[config.mk]
export PLATFORM = sky130hd
export DESIGN_NAME = scaled_frame_reader
export DESIGN_NICKNAME = d
export VERILOG_FILES = /design/src/rtl/scaled_frame_reader_pkg.sv /design/src/rtl/scale_dda.sv /design/src/rtl/scaled_frame_reader.sv
export SDC_FILE = /design/constraint.sdc
export NUM_CORES = 1
export LEC_CHECK = 0
export BUFFER_PORTS_ARGS = -buffer_cell sky130_fd_sc_hd__buf_2
export CAP_MARGIN = 15
export CORE_ASPECT_RATIO = 1.25
export CORE_MARGIN = 2
export CORE_UTILIZATION = 50
export DETAILED_ROUTE_END_ITERATION = 16
export GPL_TIMING_DRIVEN = 0
export PLACE_DENSITY = 0.7
export RECOVER_POWER = 100
export SLEW_MARGIN = 20
export SYNTH_ARGS = -nofsm -noshare
export SYNTH_HDL_FRONTEND = slang
export SYNTH_SLANG_ARGS = --single-unit
[constraint.sdc]
create_clock -name CLK -period 4.4 [get_ports CLK]
set_clock_uncertainty 0.1 [all_clocks]
set_input_delay 0.44 -clock CLK [delete_from_list [all_inputs] [get_ports CLK]]
set_output_delay 0.44 -clock CLK [all_outputs]
set_load 0.005 [all_outputs]
[src/rtl/scaled_frame_reader_pkg.sv]
`default_nettype none
// ============================================================================
// Module   : hp2vga_defs (package)
// Brief    : Shared panel/source constants, MODE encoding and coordinate width.
// Revision : 1.0
// ============================================================================
package hp2vga_defs;

    localparam int COORD_W    = 12;

    localparam int DEF_DISP_W = 1024;
    localparam int DEF_DISP_H = 600;
    localparam int DEF_SRC_W  = 576;
    localparam int DEF_SRC_H  = 378;

    typedef enum logic {
        MODE_STRETCH = 1'b0,
        MODE_NATIVE  = 1'b1
    } mode_e;

endpackage
`default_nettype wire

[src/rtl/scale_dda.sv]
`default_nettype none
// ============================================================================
// Module   : scale_dda
// Brief    : Single-axis nearest-neighbour DDA stepper; src = floor(dst*SRC/DST).
// Revision : 1.0
// ============================================================================
module scale_dda
    import hp2vga_defs::*;
#(
    parameter int SRC   = DEF_SRC_W,
    parameter int DST   = DEF_DISP_W,
    parameter int OUT_W = COORD_W
) (
    input  logic             clk,
    input  logic             rst,
    input  logic             i_en,
    input  logic             i_clear,
    input  logic             i_step,
    input  mode_e            i_mode,
    output logic [OUT_W-1:0] o_src,
    output logic             o_carry
);

    localparam int ACC_W = $clog2(DST) + 1;
    localparam logic [ACC_W-1:0] SRC_INC  = ACC_W'(SRC);
    localparam logic [ACC_W-1:0] DST_WRAP = ACC_W'(DST);
    localparam logic [OUT_W-1:0] ONE      = OUT_W'(1);

    logic [ACC_W-1:0] r_acc;
    logic [ACC_W-1:0] w_sum;
    logic [OUT_W-1:0] r_src;

    // Carry is combinational so the caller can advance dependent state on the same edge.
    always_comb begin
        w_sum   = r_acc + SRC_INC;
        o_carry = i_step && !i_clear && ((i_mode == MODE_NATIVE) || (w_sum >= DST_WRAP));
    end

    always_ff @(posedge clk) begin
        if (rst) begin
            r_acc <= '0;
            r_src <= '0;
        end else if (i_en) begin
            if (i_clear) begin
                r_acc <= '0;
                r_src <= '0;
            end else if (i_step) begin
                if (o_carry) begin
                    r_src <= r_src + ONE;
                end
                if (i_mode == MODE_STRETCH) begin
                    r_acc <= o_carry ? (w_sum - DST_WRAP) : w_sum;
                end
            end
        end
    end

    assign o_src = r_src;

endmodule
`default_nettype wire

[src/rtl/scaled_frame_reader.sv]
`default_nettype none
// ============================================================================
// Module   : scaled_frame_reader
// Brief    : Raster-to-BRAM reader with stretch/native scaling and aligned sync.
//            Optional macro HP2VGA_BORDER_EN draws an all-ones frame border.
// Revision : 1.0
// ============================================================================
module scaled_frame_reader
    import hp2vga_defs::*;
#(
    parameter int SRC_W    = DEF_SRC_W,
    parameter int SRC_H    = DEF_SRC_H,
    parameter int DISP_W   = DEF_DISP_W,
    parameter int DISP_H   = DEF_DISP_H,
    parameter int ADDR_W   = 18,
    parameter int PIX_W    = 8,
    parameter int BRAM_LAT = 1
) (
    input  logic               CLK,
    input  logic               RESET,
    input  logic               ENABLE,
    input  logic               MODE,
    input  logic [COORD_W-1:0] VGA_X,
    input  logic [COORD_W-1:0] VGA_Y,
    input  logic               VGA_VISIBLE,
    input  logic               VGA_HS_I,
    input  logic               VGA_VS_I,
    output logic [ADDR_W-1:0]  BRAM_ADDR,
    input  logic [PIX_W-1:0]   BRAM_DOUT,
    output logic [PIX_W-1:0]   PIX_O,
    output logic               VGA_HS_O,
    output logic               VGA_VS_O,
    output logic               PIX_VALID_O
);

    localparam int LAT = 3 + BRAM_LAT;
    localparam int PRE = LAT - 1;

    localparam logic [COORD_W-1:0] SRC_W_C  = COORD_W'(SRC_W);
    localparam logic [COORD_W-1:0] SRC_H_C  = COORD_W'(SRC_H);
    localparam logic [COORD_W-1:0] DISP_W_C = COORD_W'(DISP_W);
    localparam logic [COORD_W-1:0] DISP_H_C = COORD_W'(DISP_H);
    localparam logic [COORD_W-1:0] ONE_C    = COORD_W'(1);
    localparam logic [ADDR_W-1:0]  ROW_STEP = ADDR_W'(SRC_W);
    localparam logic [ADDR_W-1:0]  ADDR_ONE = ADDR_W'(1);

    mode_e              r_mode;
    mode_e              w_mode;
    logic               w_frame_start;
    logic               w_line_start;
    logic               w_region;
    logic               w_last_x;
    logic               r_last_d1;
    logic [COORD_W-1:0] w_lim_x;
    logic [COORD_W-1:0] w_lim_y;
    logic [COORD_W-1:0] w_src_x;
    logic [COORD_W-1:0] w_src_y;
    logic               w_x_carry;
    logic               w_y_carry;
    logic               w_src_ok;
    logic [ADDR_W-1:0]  r_row_base;
    logic [ADDR_W-1:0]  r_pix_addr;
    logic [ADDR_W-1:0]  r_addr;
    logic [PRE-1:0]     r_vis_sr;
    logic [LAT-1:0]     r_hs_sr;
    logic [LAT-1:0]     r_vs_sr;
    logic [PIX_W-1:0]   r_pix;
    logic [PIX_W-1:0]   w_pix_next;
    logic               r_valid;
`ifdef HP2VGA_BORDER_EN
    logic               w_border;
    logic [PRE-1:0]     r_bdr_sr;
`endif

    always_comb begin
        w_frame_start = VGA_VISIBLE && (VGA_X == '0) && (VGA_Y == '0);
        w_line_start  = VGA_VISIBLE && (VGA_X == '0);
        // The frame-start pixel itself already obeys the newly latched mode.
        w_mode        = w_frame_start ? mode_e'(MODE) : r_mode;
        w_lim_x       = (w_mode == MODE_NATIVE) ? SRC_W_C : DISP_W_C;
        w_lim_y       = (w_mode == MODE_NATIVE) ? SRC_H_C : DISP_H_C;
        w_region      = VGA_VISIBLE && (VGA_X < w_lim_x) && (VGA_Y < w_lim_y);
        w_last_x      = w_region && (VGA_X == (w_lim_x - ONE_C));
        // Keeps the address inside the image after a raster jump until the next reload.
        w_src_ok      = (w_src_x < SRC_W_C) && (w_src_y < SRC_H_C);
`ifdef HP2VGA_BORDER_EN
        w_border      = w_region && ((VGA_X == '0) || (VGA_X == (w_lim_x - ONE_C)) ||
                                     (VGA_Y == '0) || (VGA_Y == (w_lim_y - ONE_C)));
        w_pix_next    = !r_vis_sr[PRE-1] ? '0 :
                        (r_bdr_sr[PRE-1] ? '1 : BRAM_DOUT);
`else
        w_pix_next    = r_vis_sr[PRE-1] ? BRAM_DOUT : '0;
`endif
    end

    scale_dda #(
        .SRC   (SRC_W),
        .DST   (DISP_W),
        .OUT_W (COORD_W)
    ) u_dda_x (
        .clk     (CLK),
        .rst     (RESET),
        .i_en    (ENABLE),
        .i_clear (w_line_start),
        .i_step  (w_region),
        .i_mode  (w_mode),
        .o_src   (w_src_x),
        .o_carry (w_x_carry)
    );

    // Y steps one cycle after the last pixel so that pixel still sees the old row.
    scale_dda #(
        .SRC   (SRC_H),
        .DST   (DISP_H),
        .OUT_W (COORD_W)
    ) u_dda_y (
        .clk     (CLK),
        .rst     (RESET),
        .i_en    (ENABLE),
        .i_clear (w_frame_start),
        .i_step  (r_last_d1),
        .i_mode  (r_mode),
        .o_src   (w_src_y),
        .o_carry (w_y_carry)
    );

    always_ff @(posedge CLK) begin
        if (RESET) begin
            r_mode     <= MODE_STRETCH;
            r_last_d1  <= 1'b0;
            r_row_base <= '0;
            r_pix_addr <= '0;
            r_addr     <= '0;
            r_vis_sr   <= '0;
            r_hs_sr    <= '0;
            r_vs_sr    <= '0;
            r_pix      <= '0;
            r_valid    <= 1'b0;
`ifdef HP2VGA_BORDER_EN
            r_bdr_sr   <= '0;
`endif
        end else if (ENABLE) begin
            if (w_frame_start) begin
                r_mode <= mode_e'(MODE);
            end
            r_last_d1 <= w_last_x;

            if (w_frame_start) begin
                r_row_base <= '0;
            end else if (w_y_carry) begin
                r_row_base <= r_row_base + ROW_STEP;
            end

            // Running row_base + src_x, advanced by the x carry instead of an adder.
            if (w_line_start) begin
                r_pix_addr <= w_frame_start ? '0 : r_row_base;
            end else if (w_x_carry) begin
                r_pix_addr <= r_pix_addr + ADDR_ONE;
            end

            r_addr   <= (r_vis_sr[0] && w_src_ok) ? r_pix_addr : '0;
            r_vis_sr <= {r_vis_sr[PRE-2:0], w_region};
            r_hs_sr  <= {r_hs_sr[LAT-2:0], VGA_HS_I};
            r_vs_sr  <= {r_vs_sr[LAT-2:0], VGA_VS_I};
            r_pix    <= w_pix_next;
            r_valid  <= r_vis_sr[PRE-1];
`ifdef HP2VGA_BORDER_EN
            r_bdr_sr <= {r_bdr_sr[PRE-2:0], w_border};
`endif
        end
    end

    assign BRAM_ADDR   = r_addr;
    assign PIX_O       = r_pix;
    assign PIX_VALID_O = r_valid;
    assign VGA_HS_O    = r_hs_sr[LAT-1];
    assign VGA_VS_O    = r_vs_sr[LAT-1];

endmodule
`default_nettype wire

# Word-level counts from Yosys, hierarchy flattened
# Index checks and enable logic that the tools add are counted.
# W data, S select, Z words.
dict set report classes {
  reduce_logical 27
  add_sub_neg 9
  n_lt_le_gt_ge 6
  eq_ne 3
  mux 24
}
# cell count
set ops {}
lappend ops {{$mux W18} 6}
lappend ops {{$mux W11} 9}
lappend ops {{$mux W12} 6}
lappend ops {{$add A12 B1 Y12 const B} 2}
lappend ops {{$logic_not A12 Y1} 2}
lappend ops {{$add A18 B1 Y18 const B} 1}
lappend ops {{$add A18 B10 Y18 const B} 1}
lappend ops {{$eq A12 B12 Y1} 1}
lappend ops {{$lt A12 B10 Y1} 1}
lappend ops {{$lt A12 B10 Y1 const B} 1}
lappend ops {{$lt A12 B11 Y1} 1}
lappend ops {{$lt A12 B9 Y1 const B} 1}
lappend ops {{$reduce_and A3 Y1} 4}
lappend ops {{$sub A11 B1 Y12 const B} 1}
lappend ops {{$add A11 B10 Y11 const B} 1}
lappend ops {{$add A11 B9 Y11 const B} 1}
lappend ops {{$ge A11 B10 Y1 const B} 1}
lappend ops {{$ge A11 B11 Y1 const B} 1}
lappend ops {{$logic_and A1 B1 Y1} 11}
lappend ops {{$sub A11 B10 Y11 const B} 1}
lappend ops {{$sub A11 B11 Y11 const B} 1}
lappend ops {{$mux W10} 1}
lappend ops {{$mux W8} 1}
lappend ops {{$reduce_bool A2 Y1} 4}
lappend ops {{5 further kinds} 9}
dict set report word_totals {
  input_bits 39
  out_inout_bits 29
  regBits 122
}

# Logic depth before layout (Yosys ltp)
# Gate-level depths: netlist (run 1).
dict set report depth {
  depth_word 14
  ltp_mapped 16
}

# Modules after synthesis
# A second synthesis (run 1) with hierarchy kept.
dict set report unflattened {
  hier_cells 681
  area_unflattened_um2 5719.2
}
# mod area_each_um2 cells_each n_inst
set by_module_without_submodules {}
lappend by_module_without_submodules {scaled_frame_reader 3344.5 388 1}
lappend by_module_without_submodules {{scale_dda (u_dda_y)} 1480.2 190 1}
lappend by_module_without_submodules {{scale_dda (u_dda_x)} 894.6 103 1}

# Least setup slack after synthesis (run 1)
# No wires, ideal clock.
dict set report synth_timing {
  path_kind {input port to flip-flop}
  startpoint {input VGA_Y[8]}
  endpoint {register u_dda_x.r_src[11] (netlist: u_dda_x.o_src[11])}
  setup_ns 0.117
  slack_ns 0.941
  cell_stages 15
  arrival_time_ns 3.242
  path_cell_list {nor4_1 nand4_1 o21ai_0 nand2_1 inv_1 ha_1 nand4_1 a21boi_0 a211oi_1 nor2_1 o22a_1 buf_2 nor4_1 mux2i_1 nand2_1}
}
dict set report synth_via {
  elab_chain_len 11
  word_cells_on_any_way 15
}
# item line_no
set synth_lines {}
lappend synth_lines {{start, declared} scaled_frame_reader.sv:24} ;# input logic [COORD_W-1:0] VGA_Y,
lappend synth_lines {{$logic_not A12 Y1} scaled_frame_reader.sv:76} ;# w_frame_start = VGA_VISIBLE && (VGA_X == '0) && (VGA_Y == '0);
lappend synth_lines {{$logic_and A1 B1 Y1} scaled_frame_reader.sv:76}
lappend synth_lines {{$mux W1} n/a}
lappend synth_lines {{$mux W11} scaled_frame_reader.sv:80} ;# w_lim_x = (w_mode == MODE_NATIVE) ? SRC_W_C : DISP_W_C;
lappend synth_lines {{$lt A12 B11 Y1} scaled_frame_reader.sv:82} ;# w_region = VGA_VISIBLE && (VGA_X < w_lim_x) && (VGA_Y < w_lim_y);
lappend synth_lines {{$logic_and A1 B1 Y1 (2 in a row)} scaled_frame_reader.sv:82}
lappend synth_lines {{$logic_and A1 B1 Y1 (2 in a row)} scale_dda.sv:36} ;# o_carry = i_step && !i_clear && ((i_mode == MODE_NATIVE) || (w_sum >= DST_WRAP));
lappend synth_lines {{$reduce_bool A2 Y1 (no line)} n/a}
lappend synth_lines {{$reduce_and A3 Y1 (no line) *} n/a}
lappend synth_lines {{end signal, assigned} scale_dda.sv:49} ;# r_src <= r_src + ONE;
lappend synth_lines {{end, declared} scale_dda.sv:31} ;# logic [OUT_W-1:0] r_src;
# Mark *: on every way between the ends. The rest lies on a longest branch, timed or not.
# A chain may end at the register's enable or synchronous reset.

# Worst setup path in the final report (run 1)
dict set report layout_timing {
  startpoint {input VGA_X[10]}
  endpoint {register r_pix_addr[12]}
}
dict set report layout_via {
  elab_chain_len 12
  word_cells_on_any_way 18
}
# item line_no
set layout_lines {}
lappend layout_lines {{start, declared} scaled_frame_reader.sv:23} ;# input logic [COORD_W-1:0] VGA_X,
lappend layout_lines {{$logic_not A12 Y1} {scaled_frame_reader.sv:76, scaled_frame_reader.sv:77}}
lappend layout_lines {{$logic_and A1 B1 Y1} {scaled_frame_reader.sv:76, scaled_frame_reader.sv:77}}
lappend layout_lines {{$logic_and A1 B1 Y1} scaled_frame_reader.sv:76}
lappend layout_lines {{$mux W1} n/a}
lappend layout_lines {{$mux W11} scaled_frame_reader.sv:80}
lappend layout_lines {{$lt A12 B11 Y1} scaled_frame_reader.sv:82}
lappend layout_lines {{$logic_and A1 B1 Y1 (2 in a row)} scaled_frame_reader.sv:82}
lappend layout_lines {{$logic_and A1 B1 Y1 (2 in a row)} scale_dda.sv:36}
lappend layout_lines {{$reduce_bool A2 Y1 (no line)} n/a}
lappend layout_lines {{$reduce_and A2 Y1 (no line)} n/a}
lappend layout_lines {{end signal, assigned} scaled_frame_reader.sv:156} ;# r_pix_addr <= w_frame_start ? '0 : r_row_base;
lappend layout_lines {{end signal, assigned} scaled_frame_reader.sv:158} ;# r_pix_addr <= r_pix_addr + ADDR_ONE;
lappend layout_lines {{end, declared} scaled_frame_reader.sv:62} ;# logic [ADDR_W-1:0] r_pix_addr;
# Parallel ways exist; a longest one is shown, timed or not.

==> summary by stage, run 1 <==
STA
Of the available clock period, the critical path in the final layout requires 0.9391. The worst slew margin relative to its limit is 0.006262. Setup repair after global routing left no endpoint under its margin. The clock period could shrink to 4.132 ns. The final-report max-slew violation count is 0.

Hold is met by 0.2279 ns. Setup violations remaining at the end of the flow were counted as 0. The actual transition at the worst max-transition pin is 1.453 ns.

The number of hold-slack violations in the final timing report is 0. Timing would allow up to 242.0 MHz. The aggregate negative setup slack is 0 ns.

Detailed routing
The first routing iteration left 423 violations. The average detailed-routed wire length per instance is 16.81 µm. The number of nets with antenna violations after routing is 0.

After detailed routing, the total wire length is 15,200 µm. Before antenna repair, the detailed router went through 7 iterations. The remaining routing DRC violations is 0.

Using the TritonRoute via totals, the vias-per-cell ratio works out to 6.014. The via count is 5,437.

Yosys
The unique cell type count in the Yosys netlist is 67. The sequential fraction of the synthesis area is 0.3914. Summing every instance area after synthesis gives 5575 µm². Among all flip-flop cells after synthesis, the most frequent one is sky130_fd_sc_hd__dfxtp_1.

Of all flip-flops after synthesis, the portion carrying an async set or reset was 0. The post-synth net total is 736. The synthesized design contains 109 register bits.

The number of instances in the synthesized netlist is 688. Counting flops with a built-in enable in the synthesized netlist gives 0. The synthesized area divided by synthesized cell count is 8.104 µm². For this run, the number of Yosys warnings is 0.

Clock tree
The clock latency reported for the late side of the worst-skew pair is 0.35 ns. The clock-pin slew reported for the worst setup and hold paths after clock tree synthesis is 0.07 ns. The clock passes through at most 2 buffers. The CTS H-tree depth is 3. TritonCTS built the clock tree.

The clock net sink count is 109. The buffer cell driving the clock tree root is sky130_fd_sc_hd__clkbuf_16. The number of buffers created by CTS is 9.

Layout
Summing all non-filler instances in the final layout gives an area of 6286 µm². The filler cells instantiated in the layout total 1,065. The filler-free cell count of the finished design is 904. The post-synthesis to final-layout area growth is 12.75%.

The share of final-layout standard cells stronger than drive strength 1 is 0.1027. 0 antenna diodes ended up in the layout. The layout net count is 813.

Die
The row count is 43. Measured along the y axis, the die boundary spans 122.1 µm. The core region is 10,980 µm². The horizontal extent of the die is 98.45 µm.

The die covers 12,020 µm². The initial utilization of the core area, before any placement, comes to 0.5080. Pin placement for this block handled 68 I/O pins.

Power
The share of total power dissipated in the clock network is 0.410. The reported net switching power is 435.9 µW. The areal power density over the cells is 294.8 nW/µm². Cell internal power was estimated by the tool at 1417 µW. IR analysis of the VDD net gives a maximum drop of 234.3 µV.

The combinational share of power is 0.055. The switching power share of the total is 0.2352. The analysis attributes to cell leakage a power of 0.002297 µW. Of the total power, registers draw 0.535.

Placed design
Input and output buffers added on the ports amount to 65. The detailed placer's ending HPWL is 11,330 µm. The routability congestion estimate from global placement is 0.8843.

The placed instances occupy a cell area of 6070 µm². The cell count after placement is 888.

Global route
The via count of the first global-routing pass was 5,100. The global routing usage summed across all routing layers is 0.2514. The maximum number of pins on one net before global-route repair is 17.

The global-route wire length before repair is 24,450 µm. The number of antenna violations at the first check in global routing is 0. The total global routing overflow is 0.

Worst setup path
The kind of start point of the critical path is an input port. The highest fanout seen on the critical path is 9. The capturing element type of the critical path is a register.

At the worst endpoint, the arrival time is 4.27 ns. The critical path is of the input port to register type. The data required time of the worst path is 4.54 ns.

Worst hold path
The classification of the worst-slack hold path is input port to register.

Outcome
The run finished, with violations left. The final reports fail on capacitance limit.

Flow run
The tool flagged a number of max-cap violations equal to 1.
cell type report:
cell class              instances  area, µm²  area share
repair buffers                 66      310.3     0.04936
clock buffers                  11      242.7     0.03861
well taps                     135      168.9     0.02687
multi-input cells             533       3172      0.5046
flip-flops and latches        109       2182      0.3471
inverters                      10      37.54    0.005971
clock inverters                 4      25.02    0.003981
plain buffers                  36      147.6     0.02349
routing by layer:
| metal | global-route usage | vias to the layer above | share of wire |
|---|---|---|---|
| met5 | 0 | - | 0 |
| met4 | 0.1396 | 0 | 0.040 |
| met3 | 0.03213 | 37 | 0.052 |
| met2 | 0.4366 | 170 | 0.48 |
| met1 | 0.3002 | 2575 | 0.42 |
| li1 | - | 2655 | - |
cells in the final DEF, fill, tap and decap left out, types with 12 or more instances in the layout:
cell	count
sky130_fd_sc_hd__clkbuf_1	45
sky130_fd_sc_hd__xnor2_1	14
sky130_fd_sc_hd__xor2_1	19
sky130_fd_sc_hd__mux2i_1	12
sky130_fd_sc_hd__nor2_1	109
sky130_fd_sc_hd__buf_2	53
sky130_fd_sc_hd__nor4_1	12
sky130_fd_sc_hd__a22oi_1	29
sky130_fd_sc_hd__nand2_1	59
sky130_fd_sc_hd__nand3_1	25
sky130_fd_sc_hd__a21oi_1	46
sky130_fd_sc_hd__dfxtp_1	109
sky130_fd_sc_hd__nor3_1	21
sky130_fd_sc_hd__o21ai_0	37
sky130_fd_sc_hd__nand4_1	14
cells in the mapped netlist, types with 3 or more instances:
master	instances	area, µm²
sky130_fd_sc_hd__buf_2	7	35.03
sky130_fd_sc_hd__a211oi_1	7	52.55
sky130_fd_sc_hd__a21boi_0	4	30.03
sky130_fd_sc_hd__a22o_1	5	43.79
sky130_fd_sc_hd__a22oi_1	29	217.7
sky130_fd_sc_hd__a31oi_1	10	62.56
sky130_fd_sc_hd__o211ai_1	3	22.52
sky130_fd_sc_hd__xor2_1	19	166.4
sky130_fd_sc_hd__and2_1	6	37.54
sky130_fd_sc_hd__nor2_1	109	409.1
sky130_fd_sc_hd__a21o_1	5	37.54
sky130_fd_sc_hd__nor2b_1	4	25.02
sky130_fd_sc_hd__mux2i_1	12	120.1
sky130_fd_sc_hd__or3_1	4	25.02
sky130_fd_sc_hd__o21ai_0	36	180.2
sky130_fd_sc_hd__nor4_1	12	75.07
sky130_fd_sc_hd__ha_1	9	112.6
sky130_fd_sc_hd__nand2b_1	6	37.54
sky130_fd_sc_hd__nor3_2	3	30.03
sky130_fd_sc_hd__nor3b_1	4	30.03
sky130_fd_sc_hd__nand4_1	14	87.58
sky130_fd_sc_hd__o31ai_1	3	22.52
sky130_fd_sc_hd__nand2_1	59	221.5
sky130_fd_sc_hd__nor3_1	20	100.1
sky130_fd_sc_hd__inv_1	9	33.78
sky130_fd_sc_hd__clkbuf_1	22	82.58
sky130_fd_sc_hd__o22a_1	4	35.03
sky130_fd_sc_hd__buf_1	6	22.52
sky130_fd_sc_hd__dfxtp_1	109	2182
sky130_fd_sc_hd__a21oi_1	46	230.2
sky130_fd_sc_hd__and3_1	9	56.30
sky130_fd_sc_hd__xnor2_1	14	122.6
sky130_fd_sc_hd__nand3b_1	6	45.04
sky130_fd_sc_hd__and4_1	7	61.31
sky130_fd_sc_hd__o22ai_1	5	31.28
sky130_fd_sc_hd__nand3_1	25	125.1
worst max-delay path, cell delays in order:
cell and delay [ns]:
sky130_fd_sc_hd__clkbuf_1 0.09, sky130_fd_sc_hd__nor3b_1 0.42, sky130_fd_sc_hd__nand4_1 0.42, sky130_fd_sc_hd__o21ai_0 0.43, sky130_fd_sc_hd__nand2_1 0.20, sky130_fd_sc_hd__inv_1 0.16
sky130_fd_sc_hd__ha_1 0.18, sky130_fd_sc_hd__a21oi_1 0.07, sky130_fd_sc_hd__a21boi_0 0.22, sky130_fd_sc_hd__o21ai_0 0.15, sky130_fd_sc_hd__nor3b_1 0.29, sky130_fd_sc_hd__o22ai_1 0.16
sky130_fd_sc_hd__a21oi_1 0.71, sky130_fd_sc_hd__nor2_1 0.11, sky130_fd_sc_hd__o22a_1 0.21
registers in the layout (all words and copies together) (netlist names), 3 cells and up:
register,count
r_row_base,12
BRAM_ADDR,18
u_dda_x.r_acc,5
u_dda_y.r_acc,10
u_dda_y.o_src,12
u_dda_x.o_src,12
r_vs_sr,4
r_hs_sr,4
r_pix_addr,18
PIX_O,8
r_vis_sr,3
repair_timing:
action / in CTS / in global routing
buffers inserted: 0 / 1
hold buffers: 0 / 0
gates resized for setup: 0 / 2
endpoints found under the setup margin: 0 / 12
cells by family after synthesis:
kind of cell,share of synthesized area
simple gates,0.2576
compound gates,0.2213
flops,0.3914
buf+inv,0.03321
xor+xnor,0.05476
mux,0.02154
fa+ha+maj,0.02020
per-stage QoR:
| stage | total power [µW] | setup WS, ns | utilization |
|---|---|---|---|
| 4_1_cts | 1861 | 0.2118 | 0.5774 |
| 5_1_grt | 1901 | 0.01706 | 0.5727 |
| 3_3_place_gp | 1111 | -0.05501 | 0.5530 |
| 6_report | 1853 | 0.2678 | 0.5727 |
| 2_1_floorplan | 1071 | 0.9409 | - |
| 3_5_place_dp | 1114 | -0.1268 | 0.5530 |
power by group through the flow:
stage                     Clock (µW)  Sequential (µW)  Combinational (µW)
after detailed placement           0             1010                99.6
after global routing             800              992                 109
after floorplan                    0             1010                57.1
final                            760              991                 101
after CTS                        770              991                 100
after global placement             0             1010                97.1
path summary, 6_finish.rpt:
check | startpoint | endpoint | slack (ns) | cells after the start
hold reg to reg | u_dda_x.o_src[11] | u_dda_x.o_src[11] | 0.38 | 2
hold / removal | BRAM_DOUT[2] | PIX_O[2] | 0.23 | 3
setup reg to reg | u_dda_y.r_acc[2] | r_row_base[8] | 0.49 | 11
setup / recovery | VGA_X[10] | r_pix_addr[12] | 0.27 | 15
No activity file was read; power rests on OpenSTA's default activity.
==> run 2: changes to the inputs <==
==> constraint.sdc (replaced) <==
create_clock -name CLK -period 5.3 [get_ports CLK]
set_clock_uncertainty 0.1 [all_clocks]
set_input_delay 0.53 -clock CLK [delete_from_list [all_inputs] [get_ports CLK]]
set_output_delay 0.53 -clock CLK [all_outputs]
set_load 0.005 [all_outputs]
==> summary by stage, run 2 (synthesized netlist as in run 1, its figures left out) <==
Global route
The global routing usage summed across all routing layers is 0.2514 (unchanged). The total global routing overflow is 0 (unchanged). The number of antenna violations at the first check in global routing is 0 (unchanged).

The global-route wire length before repair is 24,450 µm (unchanged). The via count of the first global-routing pass came to 5,100 (unchanged). The maximum number of pins on one net before global-route repair was 17 (unchanged).

Clock tree
The clock latency reported for the late side of the worst-skew pair is 0.35 ns (about the same). The number of buffers created by CTS is 9 (unchanged). The number of buffers on the longest clock path is 2 (unchanged). The buffer count from post-CTS setup fixing is 0 (unchanged). The TritonCTS clock tree is yes. The buffer cell driving the clock tree root is sky130_fd_sc_hd__clkbuf_16. The post-CTS resize count is 0 (unchanged). The clock net sink count was 109 (unchanged).

The clock-pin slew reported for the worst setup and hold paths after clock tree synthesis is 0.07 ns (about the same). The total of hold buffers inserted after clock tree synthesis is 0 (unchanged). The CTS H-tree depth is 3 (unchanged).

STA
The aggregate negative setup slack was 0 ns (unchanged). The maximum clock frequency is 219.9 MHz. The least setup slack across all paths after layout is 0.7522 ns (+0.4844 ns). The time the final worst path needs with I/O delays and setup is 4.548 ns. The actual transition at the worst max-transition pin is 1.428 ns (-0.02473 ns). The final-layout worst hold slack is 0.3174 ns (+0.08955 ns). In the finished design, the share of the clock period the worst path needs comes to 0.8581.

The number of hold-slack violations in the final timing report is 0 (unchanged). The worst slew margin relative to its limit is 0.02318 (+0.01691). The final-report max-slew violation count is 0 (unchanged). The final number of setup-violating endpoints is 0 (unchanged).

Setup repair after global routing left no endpoint under its margin.

Worst setup path
The data required time of the worst path is 5.46 ns (+0.92 ns). The worst reg2reg path startpoint is u_dda_y.r_acc[2]. The arrival time at the worst endpoint is 4.71 ns (+0.44 ns). The worst setup slack for register-to-register paths is 1.02 ns (+0.53 ns).

In this run the critical register-to-register path is captured at r_row_base[13]. The highest fanout seen on the critical path is 10 (+1). STA classifies the critical path endpoint as a register.

The critical path class is input port to register. The kind of start point of the critical path is an input port. The number of cells on the worst reg-to-reg path came to 11 (unchanged).

Placed design
The quantity of I/O buffers inserted on ports is 65 (unchanged). The routability congestion estimate from global placement is 0.8843 (unchanged). The post-placement setup slack is 0.6832 ns (+0.8100 ns). The detailed placer's ending HPWL is 11,330 µm (unchanged).

Detailed routing
The total detailed-routing wirelength is 15,210 µm (about the same). The remaining routing DRC violations is 0 (unchanged). The detailed-route vias per instance is 6.051 (+0.61%). The via count is 5,464 (+0.50%). The average detailed-routed wire length per instance is 16.84 µm (+0.15%).

The number of nets with antenna violations after routing is 0 (unchanged). The number of DRC violations after detailed-routing iteration 0 is 468 (+11%). The first-pass iteration count of the detailed router is 5 (-2).

Die
The initial cell density of the core was 0.5080 (unchanged). The core outline area is 10,980 µm² (unchanged). The overall die area was 12,020 µm² (unchanged). The die extent in y is 122.1 µm (unchanged). The number of top-level design ports was 68 (unchanged). The horizontal extent of the die came to 98.45 µm (unchanged). The row count came to 43 (unchanged).

Layout
The layout net count is 812 (-0.12%). The post-synthesis to final-layout area growth is 12.43%. The library cell used most frequently in the layout, excluding fill and tap cells, is sky130_fd_sc_hd__nor2_1. The share of final-layout standard cells stronger than drive strength 1 is 0.09635 (-0.006377). The fraction of the core area covered by cells at the end of the flow was 0.5711 (-0.001596). The antenna diode count came to 0 (unchanged). In the layout the commonest cells are sky130_fd_sc_hd__nor2_1, sky130_fd_sc_hd__dfxtp_1, sky130_fd_sc_hd__nand2_1.

Worst hold path
For hold timing, the worst endpoint is PIX_O[7]. The worst min-delay path startpoint is BRAM_DOUT[7]. The cell depth of the worst hold path is 3 (unchanged). The classification of the worst-slack hold path is input port to register.

Power
The leakage component of the power is 0.002289 µW (-0.36%). The maximum VDD drop is 194.8 µV (-17%). The overall power of the completed layout is 1537 µW (-17%). The areal power density over the cells is 245.1 nW/µm² (-17%).

Outcome
The checks that failed: capacitance limit. The flow ran to the end, but the final reports show violations.

Flow run
The max-capacitance violation count was 1 (unchanged).
run 2: power by group:
part,leakage [µW],internal [µW],switching [µW],total [µW]
Sequential,0.000878,821,2.04,823
Combinational,0.00128,27.0,56.3,83.3
Clock,0.000127,328,302,630
Total,0.00229,1180,360,1540
run 2: worst max-delay path, stage by stage:
cell	delay [ns]
sky130_fd_sc_hd__buf_2	0.11
sky130_fd_sc_hd__nor3b_1	0.42
sky130_fd_sc_hd__nand4_1	0.44
sky130_fd_sc_hd__o21ai_0	0.43
sky130_fd_sc_hd__nand2_1	0.20
sky130_fd_sc_hd__inv_1	0.17
sky130_fd_sc_hd__ha_1	0.25
sky130_fd_sc_hd__nand4_1	0.09
sky130_fd_sc_hd__a21boi_0	0.11
sky130_fd_sc_hd__a211oi_1	0.29
sky130_fd_sc_hd__nor2_1	0.16
sky130_fd_sc_hd__o22a_1	0.21
sky130_fd_sc_hd__clkbuf_1	0.23
sky130_fd_sc_hd__o21ai_0	0.77
sky130_fd_sc_hd__nor2_1	0.08
sky130_fd_sc_hd__a211oi_1	0.23
run 2: area by class of cell:
cell class | count | area, µm²
well taps | 135 | 168.9
clock inverters | 4 | 25.02
inverters | 10 | 37.54
multi-input cells | 533 | 3164
clock buffers | 11 | 242.7
flip-flops and latches | 109 | 2182
repair buffers | 65 | 302.8
fillers | 1065 | 4707
plain buffers | 36 | 145.1
run 2: worst max path at each step:
stage,start,end,slack [ns],depth (start not counted)
2_1_floorplan,VGA_Y[8],u_dda_x.o_src[11],1.75,15
3_3_place_gp,VGA_Y[8],u_dda_x.o_src[8],0.75,16
3_5_place_dp,VGA_Y[8],u_dda_x.o_src[8],0.68,16
4_1_cts,VGA_X[10],u_dda_x.o_src[8],1.02,16
5_1_grt,VGA_Y[8],u_dda_x.o_src[4],0.38,16
6_report,VGA_X[10],r_pix_addr[9],0.75,16
run 2: per-stage QoR:
stage | area [µm²] | instances
floorplan | 5575 | 688
global placement | 6070 | 888
detailed placement | 6070 | 888
CTS | 6337 | 903
global route | 6269 | 903
finish | 6269 | 903
run 2: metal layers:
| metal | up-vias | routed length, µm | global-route usage |
|---|---|---|---|
| met5 | - | 0 | 0 |
| met1 | 2588 | 6435 | 0.3002 |
| met3 | 41 | 758 | 0.03213 |
| met2 | 179 | 7368 | 0.4366 |
| li1 | 2656 | - | - |
| met4 | 0 | 643 | 0.1396 |
